### config.mk
export PLATFORM = sky130hd
export DESIGN_NAME = display_scheduler
export DESIGN_NICKNAME = d
export VERILOG_FILES = /design/src/rtl/display_scheduler.sv
export SDC_FILE = /design/constraint.sdc
export NUM_CORES = 1
export LEC_CHECK = 0
export ABC_AREA = 1
export ABC_CLOCK_PERIOD_IN_PS = 2190
export CELL_PAD_IN_SITES_DETAIL_PLACEMENT = 2
export CELL_PAD_IN_SITES_GLOBAL_PLACEMENT = 2
export CORE_ASPECT_RATIO = 0.5
export CORE_MARGIN = 2
export CORE_UTILIZATION = 25
export CTS_CLUSTER_DIAMETER = 30
export CTS_CLUSTER_SIZE = 10
export DETAILED_ROUTE_END_ITERATION = 10
export PLACE_DENSITY = 0.83
export SETUP_SLACK_MARGIN = 0.3
export SLEW_MARGIN = 20
export SYNTH_ARGS = -nofsm -noshare
export SYNTH_HDL_FRONTEND = slang
export SYNTH_SLANG_ARGS = --single-unit
### constraint.sdc
create_clock -name clk -period 2.19 [get_ports clk]
set_clock_uncertainty 0.05 [all_clocks]
set_input_delay 0.657 -clock clk [delete_from_list [all_inputs] [get_ports clk]]
set_output_delay 0.657 -clock clk [all_outputs]
set_load 0.1 [all_outputs]
### src/rtl/display_scheduler.sv
// Selects one of four 16-bit debug taps for the seven-segment data bus, advancing on a
// debounced button or an auto-rotate timer. Optional macro DISPLAY_SRC_TAG_EN shows the source index on the top digit.
module display_scheduler #(
    parameter int DEBOUNCE_CYCLES = 16,
    parameter int ROTATE_CYCLES   = 1024
) (
    input  logic        clk,
    input  logic        clr,
    input  logic        btn_next,
    input  logic        auto_en,
    input  logic [15:0] src0,
    input  logic [15:0] src1,
    input  logic [15:0] src2,
    input  logic [15:0] src3,
    output logic [15:0] disp_data,
    output logic [1:0]  src_sel,
    output logic        sel_changed
);

    localparam logic [15:0] DMAX = 16'(DEBOUNCE_CYCLES - 1);
    localparam logic [23:0] RMAX = 24'(ROTATE_CYCLES - 1);

    typedef enum logic [1:0] {IDLE, PRESS_WAIT, HELD, RELEASE_WAIT} state_t;

    state_t      state_q, state_d;
    logic        sync1_q, b_s_q;
    logic [15:0] dcnt_q, dcnt_d;
    logic [23:0] rcnt_q, rcnt_d;
    logic        step_q, step_d;
    logic [1:0]  src_sel_q, src_sel_d;
    logic        sel_changed_q, sel_changed_d;
    logic [15:0] disp_q, disp_d;
    logic        adv_d, rot_d;
    logic [15:0] cur_src;

    always_comb begin
        state_d = state_q;
        dcnt_d  = dcnt_q;
        adv_d   = 1'b0;
        case (state_q)
            IDLE: begin
                if (b_s_q) begin
                    state_d = PRESS_WAIT;
                    dcnt_d  = 16'd1;
                end
            end
            PRESS_WAIT: begin
                if (!b_s_q) begin
                    state_d = IDLE;
                    dcnt_d  = 16'd0;
                end else if (dcnt_q == DMAX) begin
                    state_d = HELD;
                    adv_d   = 1'b1;
                end else begin
                    dcnt_d = dcnt_q + 16'd1;
                end
            end
            HELD: begin
                // Holding never repeats; only a debounced release re-arms the press path.
                if (!b_s_q) begin
                    state_d = RELEASE_WAIT;
                    dcnt_d  = 16'd1;
                end
            end
            RELEASE_WAIT: begin
                if (b_s_q) begin
                    state_d = HELD;
                    dcnt_d  = 16'd0;
                end else if (dcnt_q == DMAX) begin
                    state_d = IDLE;
                end else begin
                    dcnt_d = dcnt_q + 16'd1;
                end
            end
            default: begin
                state_d = IDLE;
                dcnt_d  = 16'd0;
            end
        endcase
    end

    always_comb begin
        rot_d  = 1'b0;
        rcnt_d = rcnt_q;
        if (!auto_en) begin
            rcnt_d = 24'd0;
        end else if (rcnt_q == RMAX) begin
            rcnt_d = 24'd0;
            rot_d  = 1'b1;
        end else begin
            rcnt_d = rcnt_q + 24'd1;
        end
        // A button advance restarts the rotate period; a coinciding rotate merges into one step.
        if (adv_d) begin
            rcnt_d = 24'd0;
        end
        step_d        = adv_d | rot_d;
        src_sel_d     = step_q ? src_sel_q + 2'd1 : src_sel_q;
        sel_changed_d = step_q;
    end

    always_comb begin
        case (src_sel_q)
            2'd0:    cur_src = src0;
            2'd1:    cur_src = src1;
            2'd2:    cur_src = src2;
            default: cur_src = src3;
        endcase
`ifdef DISPLAY_SRC_TAG_EN
        disp_d = {2'b00, src_sel_q, cur_src[11:0]};
`else
        disp_d = cur_src;
`endif
    end

    always_ff @(posedge clk or posedge clr) begin
        if (clr) begin
            sync1_q       <= 1'b0;
            b_s_q         <= 1'b0;
            state_q       <= IDLE;
            dcnt_q        <= 16'd0;
            rcnt_q        <= 24'd0;
            step_q        <= 1'b0;
            src_sel_q     <= 2'd0;
            sel_changed_q <= 1'b0;
            disp_q        <= 16'd0;
        end else begin
            sync1_q       <= btn_next;
            b_s_q         <= sync1_q;
            state_q       <= state_d;
            dcnt_q        <= dcnt_d;
            rcnt_q        <= rcnt_d;
            step_q        <= step_d;
            src_sel_q     <= src_sel_d;
            sel_changed_q <= sel_changed_d;
            disp_q        <= disp_d;
        end
    end

    assign disp_data   = disp_q;
    assign src_sel     = src_sel_q;
    assign sel_changed = sel_changed_q;

endmodule

# Yosys cells after proc, flatten, opt, wreduce, memory -nomap -nowiden
# Cells that the tools add are included.
dict set report op_classes {
  n_addsub 3
  n_mul 0
  n_div 0
  order_cmp 0
  eq_ne 11
  n_shift 0
  muxes 22
  n_bitwise 1
  n_reduce_logical 4
}
# operator n
set ops {}
lappend ops {{$mux 16} 5}
lappend ops {{$mux 24} 3}
lappend ops {{$pmux 16 s4} 1}
lappend ops {{$pmux 16 s3} 1}
lappend ops {{$add 24x1->24 const B} 1}
lappend ops {{$eq 24x10->1 const B} 1}
lappend ops {{$add 16x1->16 const B} 1}
lappend ops {{$eq 16x4->1 const B} 1}
lappend ops {{$mux 2} 6}
lappend ops {{$pmux 2 s4} 1}
lappend ops {{$eq 2x2->1 const B} 3}
lappend ops {{$ne 3x3->1 const B} 2}
lappend ops {{$mux 1} 5}
lappend ops {{$eq 2x1->1 const B} 2}
lappend ops {{$logic_not 2->1} 2}
lappend ops {{$ne 2x2->1 const B} 2}
lappend ops {{$reduce_and 4->1} 1}
lappend ops {{$add 2x1->2 const B} 1}
lappend ops {{$reduce_and 2->1} 1}
lappend ops {{$or 1x1->1} 1}
dict set report word_totals {
  reg_bits 64
  latch_bits 0
  mem_bits_rw 0
  mem_bits_ro 0
  out_inout_bits 19
  memories 0
}

# Depth between registers and ports, before layout
# Gate-level depths: netlist of the first run.
dict set report logic_depth {
  ltp_word 5
  mapped_depth 9
  depth_no_buf 9
}

# Worst setup path after synthesis of the first run
# No wires, ideal clock.
dict set report synth_path {
  path_type {register to register}
  startpoint {register src_sel_q[0] (netlist: src_sel[0])}
  endpoint {register disp_q[14] (netlist: disp_data[14])}
  setup_time_ps 142
  arrival_ps 1872
  t_required_ps 1998
  slack_ps 126
  path_stages_with_launch 7
  n_path_buf 2
  path_cell_list {dfrtp_1 > inv_1 > ha_1 > clkbuf_1 > buf_2 > a21oi_1 > a32oi_1}
}
dict set report synth_via {
  elab_chain_len 2
  elab_cells_between_ends 4
  classes_between {2 x eq/ne; 1 x mux; 1 x reduce/logical}
}
# element line
set synth_lines {}
lappend synth_lines {{start, declared} 30} ;# logic [1:0] src_sel_q, src_sel_d;
lappend synth_lines {{start signal, assigned} 134} ;# src_sel_q <= src_sel_d;
lappend synth_lines {{$eq 2x2->1 (tied with other cells)} 103} ;# case (src_sel_q)
lappend synth_lines {{$pmux 16 s3 (*)} 103}
lappend synth_lines {{net cur_src[14]} 34} ;# logic [15:0] cur_src;
lappend synth_lines {{end signal, assigned} 136} ;# disp_q <= disp_d;
lappend synth_lines {{end, declared} 32} ;# logic [15:0] disp_q, disp_d;
# Mark *: on every way through the listed nets, which the timed path passes. The rest lies on a longest branch.
# A chain may end at the register's enable or synchronous reset.

# Worst setup path after layout of the first run
dict set report layout_path {
  startpoint {register rcnt_q[0]}
  endpoint {register rcnt_q[17]}
}
dict set report layout_via {
  elab_chain_len 4
  elab_cells_between_ends 5
  classes_between {1 x add/sub; 1 x eq/ne; 3 x mux}
}
# element line
set layout_lines {}
lappend layout_lines {{start, declared} 28} ;# logic [23:0] rcnt_q, rcnt_d;
lappend layout_lines {{start signal, assigned} 132} ;# rcnt_q <= rcnt_d;
lappend layout_lines {{$add 24x1->24 / $eq 24x10->1 (equally long branches)} {91, 87}}
lappend layout_lines {{$mux 24 (*)} 87} ;# end else if (rcnt_q == RMAX) begin
lappend layout_lines {{$mux 24 (*)} 85} ;# if (!auto_en) begin
lappend layout_lines {{$mux 24 (*)} 94} ;# if (adv_d) begin
lappend layout_lines {{net rcnt_d[17]} 28}
# Marked as above.

==> results.md, run 1 <==
* Compound-cell area share of the yosys netlist at 8.375%
* Share of final-layout standard cells stronger than drive strength 1 at about 15%
* Area used by multi-input combinational logic at ~0.0018 mm^2
* Starting density of the core at 25.78%
* IO Pins at slightly below 90
* Count of final hold-check violations at 0
* CTS sink count at 64
* Post-detailed-placement half-perimeter wirelength at 10.13 mm
* Clock-pin slew reported for the worst setup and hold paths after clock tree synthesis at 0.06 ns
* Simple-Gate Fraction of Synth Area at between 30% and 40%
* Adder-Cell Fraction of Synth Area at 2.002%
* Drt via density at 4.668
* Cells resized by post-CTS repair at 1
* Number of buffers added for setup after CTS at 0
* Internal cell power at 2.354 mW
* Yosys reg bits at 64
* Post-CTS Hold Fix Bufs at 0
* Number of iterations in the first detailed-routing pass at 4
* M1 GR Usage at 20.90%
* CTS Root Cell: clkbuf_16
* Number of setup violations in the final report at 0
* Highest attainable clock frequency at 580.2 MHz
* Number of H-tree branching levels at 3
* Clock Tree Buf Depth at 2
* Final worst path period need at 1.724 ns
* Setup crit end kind: register
* Register-to-register setup slack at 0.47 ns
* Count of input and output buffers at 86
* Fraction of post-synthesis cell area in the top cell type by area at 42.71%
* Register area at 0.001604 mm^2
* Sequential share of power at ~39%
* Share of total power consumed by net switching at between 20% and 30%
* Final Max Tran Viols at 0
* Number of max-cap violations at 0
* Number of core rows at 31
* Max-Slew Margin vs Limit at ~57%
* Clk Latency, worst-skew pair at ~0.33 ns
* M3 GR Usage at between 2 and 2.5%
* Height of the chip at 90.60 um
* Fillers at 1,697
* Layout net count at 664
* Antenna violations before repair at 0
* Wire length of the first global-routing pass at approximately 22 mm
* Pin count of the biggest net entering global routing at 48
* Most common cell after layout, fill and taps aside: nand2_1
* Leakage Power at about 2.3 nW
* Count of mapped cells out of synthesis at 499
* Combinational family with the most area after synthesis: simple AND/OR/NAND/NOR gates
* Die outline area at between 0.015 and 0.02 mm^2
* Post-synthesis to final-layout area growth at 39.14%
* Mapped Avg Cell Area at 7.515 um^2
* Minimum hold slack at 0.3189 ns
* Highest net fanout along the worst path at 19
* Switching power at 0.7819 mW
* Peak VDD IR at 0.3423 mV
* Xor and xnor fraction of the mapped netlist area at 3.270%
* Final period util at 78.70%
* Cell Area, Synth at 0.003750 mm^2
* Worst path cell trace: ha_1 > nand3_2 > inv_2 > nand2_4 > inv_2 > nand3_2 > nand3_4 > nor2_1
* Total negative slack at 0 ns
* CTS tree: done
* Library cell occupying the most area in the post-synthesis netlist: dfrtp_1
* Outcome: finished, final reports clean
* Final global-route overflow total at 0
* Commonest non-fill, non-tap cells in the layout: 129 x nand2_1, 67 x clkdlybuf4s50_1, 65 x nor2_1, 63 x inv_1, 62 x dfrtp_1
* GRT Util Overall at between 10% and 20%
* Num CTS Buffers at 9
* Slowest stage cell, crit path: dfrtp_1
* Seq/Total Area, Yosys at 42.71%
* Worst EP arrival at 1.88 ns
* Yosys warns at 0
* Power density over the cells at 601.1 mW/mm^2
* Met2 Resource Use GR at between 30% and 40%
* Via count of the first global-routing pass at 4,229
* GRT Max-Usage Layer: met2
* Routed WL at 13.29 mm
* Critical Path RT at ~2.4 ns
* RSZ-0062 raised after global routing: true
* Slew at the pin closest to its max-slew limit at 0.6389 ns
* Startpoint type of the worst setup path: register
* Unique masters post-synth at 31
* Worst Setup Path Type: reg -> reg
* Min-delay worst type: reg -> reg
* Biggest area contributors in the synthesized netlist: dfrtp_1 43%, nand2_1 13%, nor2_1 6.5%
* Delay contributed by the slowest stage of the critical path at 0.37 ns
* Core area at 0.01455 mm^2
* Combinational Power Share at 12.6%
* Portion of total power attributed to the clock network at 48.1%
* Multiplexer fraction of the synthesized cell area at 0%
* Via count at 3,702
* # diodes at 0
* Number of remaining DRC errors at 0
* Post-route ant nets at 0
* Final weighted congestion of routability-driven global placement at 0.7494
* Net count after synthesis at about 570
* Die width at 177.2 um
* Iteration-0 DRC Markers at 108
* Routed wirelength normalized by instance count at 16.76 um
-- metrics by stage --
step                      std cells  total power [mW]  util [%]  worst slack (ns)  cell area, um^2
after CTS                       793             3.183     35.79            0.4074             5206
after detailed placement        777             1.652     33.63            0.2565             4892
after global placement          777             1.641     33.63            0.4176             4892
final                           793             3.136     35.87            0.4664             5218
after global routing            793             3.257     35.87            0.2790             5218
after floorplan                 499             1.449         -            0.4468             3756
-- cell usage after synthesis --
| cell | number |
|---|---|
| nor2_2 | 19 |
| nand2_1 | 129 |
| dfrtp_1 | 64 |
| o21bai_1 | 2 |
| nand2_2 | 8 |
| nand4_1 | 10 |
| a21oi_1 | 18 |
| xnor2_1 | 2 |
| nor3_2 | 1 |
| a32oi_1 | 16 |
| nand3b_1 | 1 |
| buf_4 | 1 |
| o21ai_0 | 7 |
| nor3_1 | 5 |
| a21o_1 | 1 |
| o22ai_1 | 3 |
| clkbuf_1 | 6 |
| buf_2 | 4 |
| nand3_2 | 4 |
| or2_2 | 1 |
| buf_12 | 1 |
| inv_2 | 5 |
| nand2_4 | 1 |
| inv_1 | 64 |
| nor2_1 | 65 |
| nor2_4 | 4 |
| o21a_1 | 1 |
| nand3_1 | 37 |
| nand3_4 | 1 |
| ha_1 | 6 |
| xor2_1 | 12 |
-- routing by layer --
layer | wire [um] | up-vias
met5 | 0 | -
met1 | 5621 | 1887
met4 | 187 | 0
met2 | 7265 | 34
li1 | - | 1769
met3 | 220 | 12
-- final timing paths --
check                               start           end  cells after the start
worst max-delay path            rcnt_q[0]    rcnt_q[17]                      8
worst min-delay path              sync1_q         b_s_q                      0
worst max register to register  rcnt_q[0]    rcnt_q[17]                      8
worst min register to register    sync1_q         b_s_q                      0
max in group asynchronous             clr    rcnt_q[10]                      3
min in group asynchronous             clr  disp_data[7]                      3
-- power by group through the flow --
stage	logic, mW	clock network [mW]	registers (mW)
after global placement	0.390	0	1.25
final	0.396	1.51	1.23
after detailed placement	0.399	0	1.25
after floorplan	0.0917	0	1.36
after CTS	0.401	1.55	1.23
after global routing	0.425	1.60	1.24
-- state kept, by name (all words and copies together), names as in the netlist, named ones only --
register / count
sel_changed: 1
sync1_q: 1
dcnt_q: 16
disp_data: 16
rcnt_q: 24
state_q: 1
src_sel: 2
b_s_q: 1
sel_changed_d: 1
-- final cells by class --
cell class	instances	share of cell area, %
Inverter	69	5.036
Clock inverter	2	0.7194
Multi-Input combinational cell	354	35.13
Tap cell	198	4.748
Sequential cell	64	30.74
Timing Repair Buffer	92	18.37
Clock buffer	14	5.252
-- worst max-delay path, delay by kind of cell, from the launching register on --
family        cells  cell delay (ns)
fa+ha+maj         1             0.30
simple gates      5             0.70
buf+inv           2             0.18
flops             1             0.37
-- cell families after synthesis --
kind of cell             after synthesis
buffers and inverters                 81
XOR/XNOR                              14
AND/OR/NAND/NOR                      286
AO/OA/AOI/OAI                         48
flip-flops                            64
adder cells (fa/ha/maj)                6
(Power assumes the default switching activity.)
==> run 2, diff against run 1 <==
--- a/config.mk
+++ b/config.mk
@@ -6,7 +6,7 @@
 export NUM_CORES = 1
 export LEC_CHECK = 0
 export ABC_AREA = 1
-export ABC_CLOCK_PERIOD_IN_PS = 2190
+export ABC_CLOCK_PERIOD_IN_PS = 1500
 export CELL_PAD_IN_SITES_DETAIL_PLACEMENT = 2
 export CELL_PAD_IN_SITES_GLOBAL_PLACEMENT = 2
 export CORE_ASPECT_RATIO = 0.5
==> constraint.sdc (replaced) <==
create_clock -name clk -period 1.5 [get_ports clk]
set_clock_uncertainty 0.05 [all_clocks]
set_input_delay 0.45 -clock clk [delete_from_list [all_inputs] [get_ports clk]]
set_output_delay 0.45 -clock clk [all_outputs]
set_load 0.1 [all_outputs]
==> results.md, run 2 (synthesis results as in run 1) <==
* Setup crit end kind: register
* GRT Util Overall at 30.36%
* Starting density of the core at 25.78%
* Met2 routed WL at 13.54 mm
* Iteration-0 DRC Markers at 299
* Post-route ant nets at 0
* Portion of total power attributed to the clock network at 50.9%
* Number of H-tree branching levels at 3
* CTS Root Cell: clkbuf_16
* Met1 wire length at 11.43 mm
* Final period util at 122.5%
* Worst hold path depth at 0
* Number of core rows at 31
* Startpoint type of the worst setup path: register
* Share of total power consumed by net switching at approximately 28%
* Critical Path RT at 1.73 ns
* Wire length of the first global-routing pass at 35.27 mm
* CP Launch Point: rcnt_q[12]
* Length of routed met3 wiring at 1.325 mm
* Worst reg-to-reg path cell count at 8
* Number of setup violations in the final report at 58
* Commonest non-fill, non-tap cells in the layout: 76 x nand2_1, 66 x clkdlybuf4s50_1, 57 x buf_4, 45 x inv_1, 42 x nand2_2
* Hold path startpoint: sync1_q
* Worst EP arrival at 2.07 ns
* Post-detailed-placement half-perimeter wirelength at between 10 and 15 mm
* Clock Tree Buf Depth at 2
* Switching power at approximately 1.5 mW
* Post-layout total power at 5.508 mW
* Slew at the pin closest to its max-slew limit at 0.5104 ns
* Largest register FFs at 24
* Count of final hold-check violations at 0
* Highest routing layer actually used: met5
* Final weighted congestion of routability-driven global placement at 0.8061
* Violated checks: negative setup slack
* Register-to-register setup slack at -0.34 ns
* Final worst path period need at 1.838 ns
* Final global-route overflow total at 0
* Number of max-cap violations at 0
* RSZ-0062 raised after global routing: true
* Peak VDD IR at 1.380 mV
* Layout net count at about 750
* Number of remaining DRC errors at 0
* Max-Slew Margin vs Limit at 65.98%
* # placed instances at 807
* Core area at 0.01455 mm^2
* Share of final-layout standard cells stronger than drive strength 1 at a little over half
* Routed wirelength normalized by instance count at 31.64 um
* IO Pins at 87
* CTS tree: done
* Internal cell power at 3.991 mW
* Final Instance Count excl. Fillers at 880
* CTS sink count at 64
* Worst setup timing slack at the placement stage at -0.1106 ns
* Routed WL at 27.84 mm
* Post-CTS Hold Fix Bufs at 0
* Clk Latency, worst-skew pair at 0.36 ns
* Post-route setup slack at -0.3382 ns
* Num CTS Buffers at 9
* Final Max Tran Viols at 0
* Count of input and output buffers at 86
* Combinational Power Share at 16.0%
* Post-Route Utilization at between 50% and 60%
* Height of the chip at slightly above 90 um
* Most common cell after layout, fill and taps aside: nand2_1
* Sequential share of power at 33.1%
* Highest attainable clock frequency at 544.0 MHz
* Drt via density at 5.339
* Die outline area at 0.01605 mm^2
* Min-delay worst type: reg -> reg
* Post-synthesis to final-layout area growth at 96.13%
* Pin count of the biggest net entering global routing at 46
* Startpoint of the worst-slack reg-to-reg timing path: rcnt_q[12]
* Highest net fanout along the worst path at 3
* Power density over the cells at 749.0 mW/mm^2
* Via count at 4,698
* Clock-pin slew reported for the worst setup and hold paths after clock tree synthesis at 0.07 ns
* Antenna violations before repair at 1
* Via count of the first global-routing pass at 5,257
* Die width at 177.2 um
* Largest Register: rcnt_q
* Number of iterations in the first detailed-routing pass at 5
* Worst Setup Path Type: reg -> reg
* # diodes at 0
* Outcome: finished with violations
* Leakage Power at 3.190 nW
==> run 2: changes by cell type in the layout (fill, tap and decap cells not counted), sizes merged <==
cell / previous run / this run
buf: 25 / 109
bufinv: 1 / 4
clkbuf: 14 / 11
clkdlybuf4s50: 67 / 66
dlygate4sd2: 0 / 1
nand3: 42 / 45
==> run 2: layout make-up <==
class                           count  area, um^2
Timing Repair Buffer              176        1943
Clock inverter                      5       127.6
Clock buffer                       11       242.7
Inverter                           69       287.8
Sequential cell                    64        1638
Multi-Input combinational cell    357        2868
Fill cell                        1480        7191
Tap cell                          198       247.7
==> run 2: power by group through the flow <==
stage / combinational (mW) / clock (mW) / sequential, mW
2_1_floorplan: 0.139 / 0 / 1.99
3_3_place_gp: 0.650 / 0 / 1.84
3_5_place_dp: 0.671 / 0 / 1.84
4_1_cts: 0.764 / 2.73 / 1.82
5_1_grt: 0.903 / 2.90 / 1.83
6_report: 0.882 / 2.80 / 1.82
==> run 2: worst max-delay path: stages (launching register included) <==
cell and delay, ns:
dfrtp_1 0.43, nand2_1 0.14, nor2_2 0.23, nand2_2 0.12
nor2_2 0.20, nand2_1 0.11, nand2_1 0.12, nand3_1 0.19
nor2_2 0.17
==> run 2: routing by layer <==
layer  vias up  global-route usage, %
met2       196                  51.98
met4         2                  14.81
met5         -                      0
li1       1956                      -
met1      2439                  36.68
met3       105                  5.598
==> run 2: worst paths after layout <==
kind                         endpoint
max                        rcnt_q[22]
min                             b_s_q
max reg2reg                rcnt_q[22]
min reg2reg                     b_s_q
max in group asynchronous       b_s_q
min in group asynchronous  src_sel[1]
==> run 2: through the flow <==
stage	area [um^2]	hold WS, ns	setup TNS [ns]
after floorplan	3870	0.2812	-0.1661
after global placement	5380	0.2941	-0.5719
after detailed placement	5380	0.2918	-2.235
after CTS	6663	0.3139	-0.9589
after global routing	7355	0.3568	-8.204
final	7355	0.3668	-6.178
==> run 2: timing repair <==
action,in CTS,in global routing
setup endpoints to repair,78,80
resized for setup,157,143
cloned,5,0
setup buffers,34,18
pin swaps,50,59
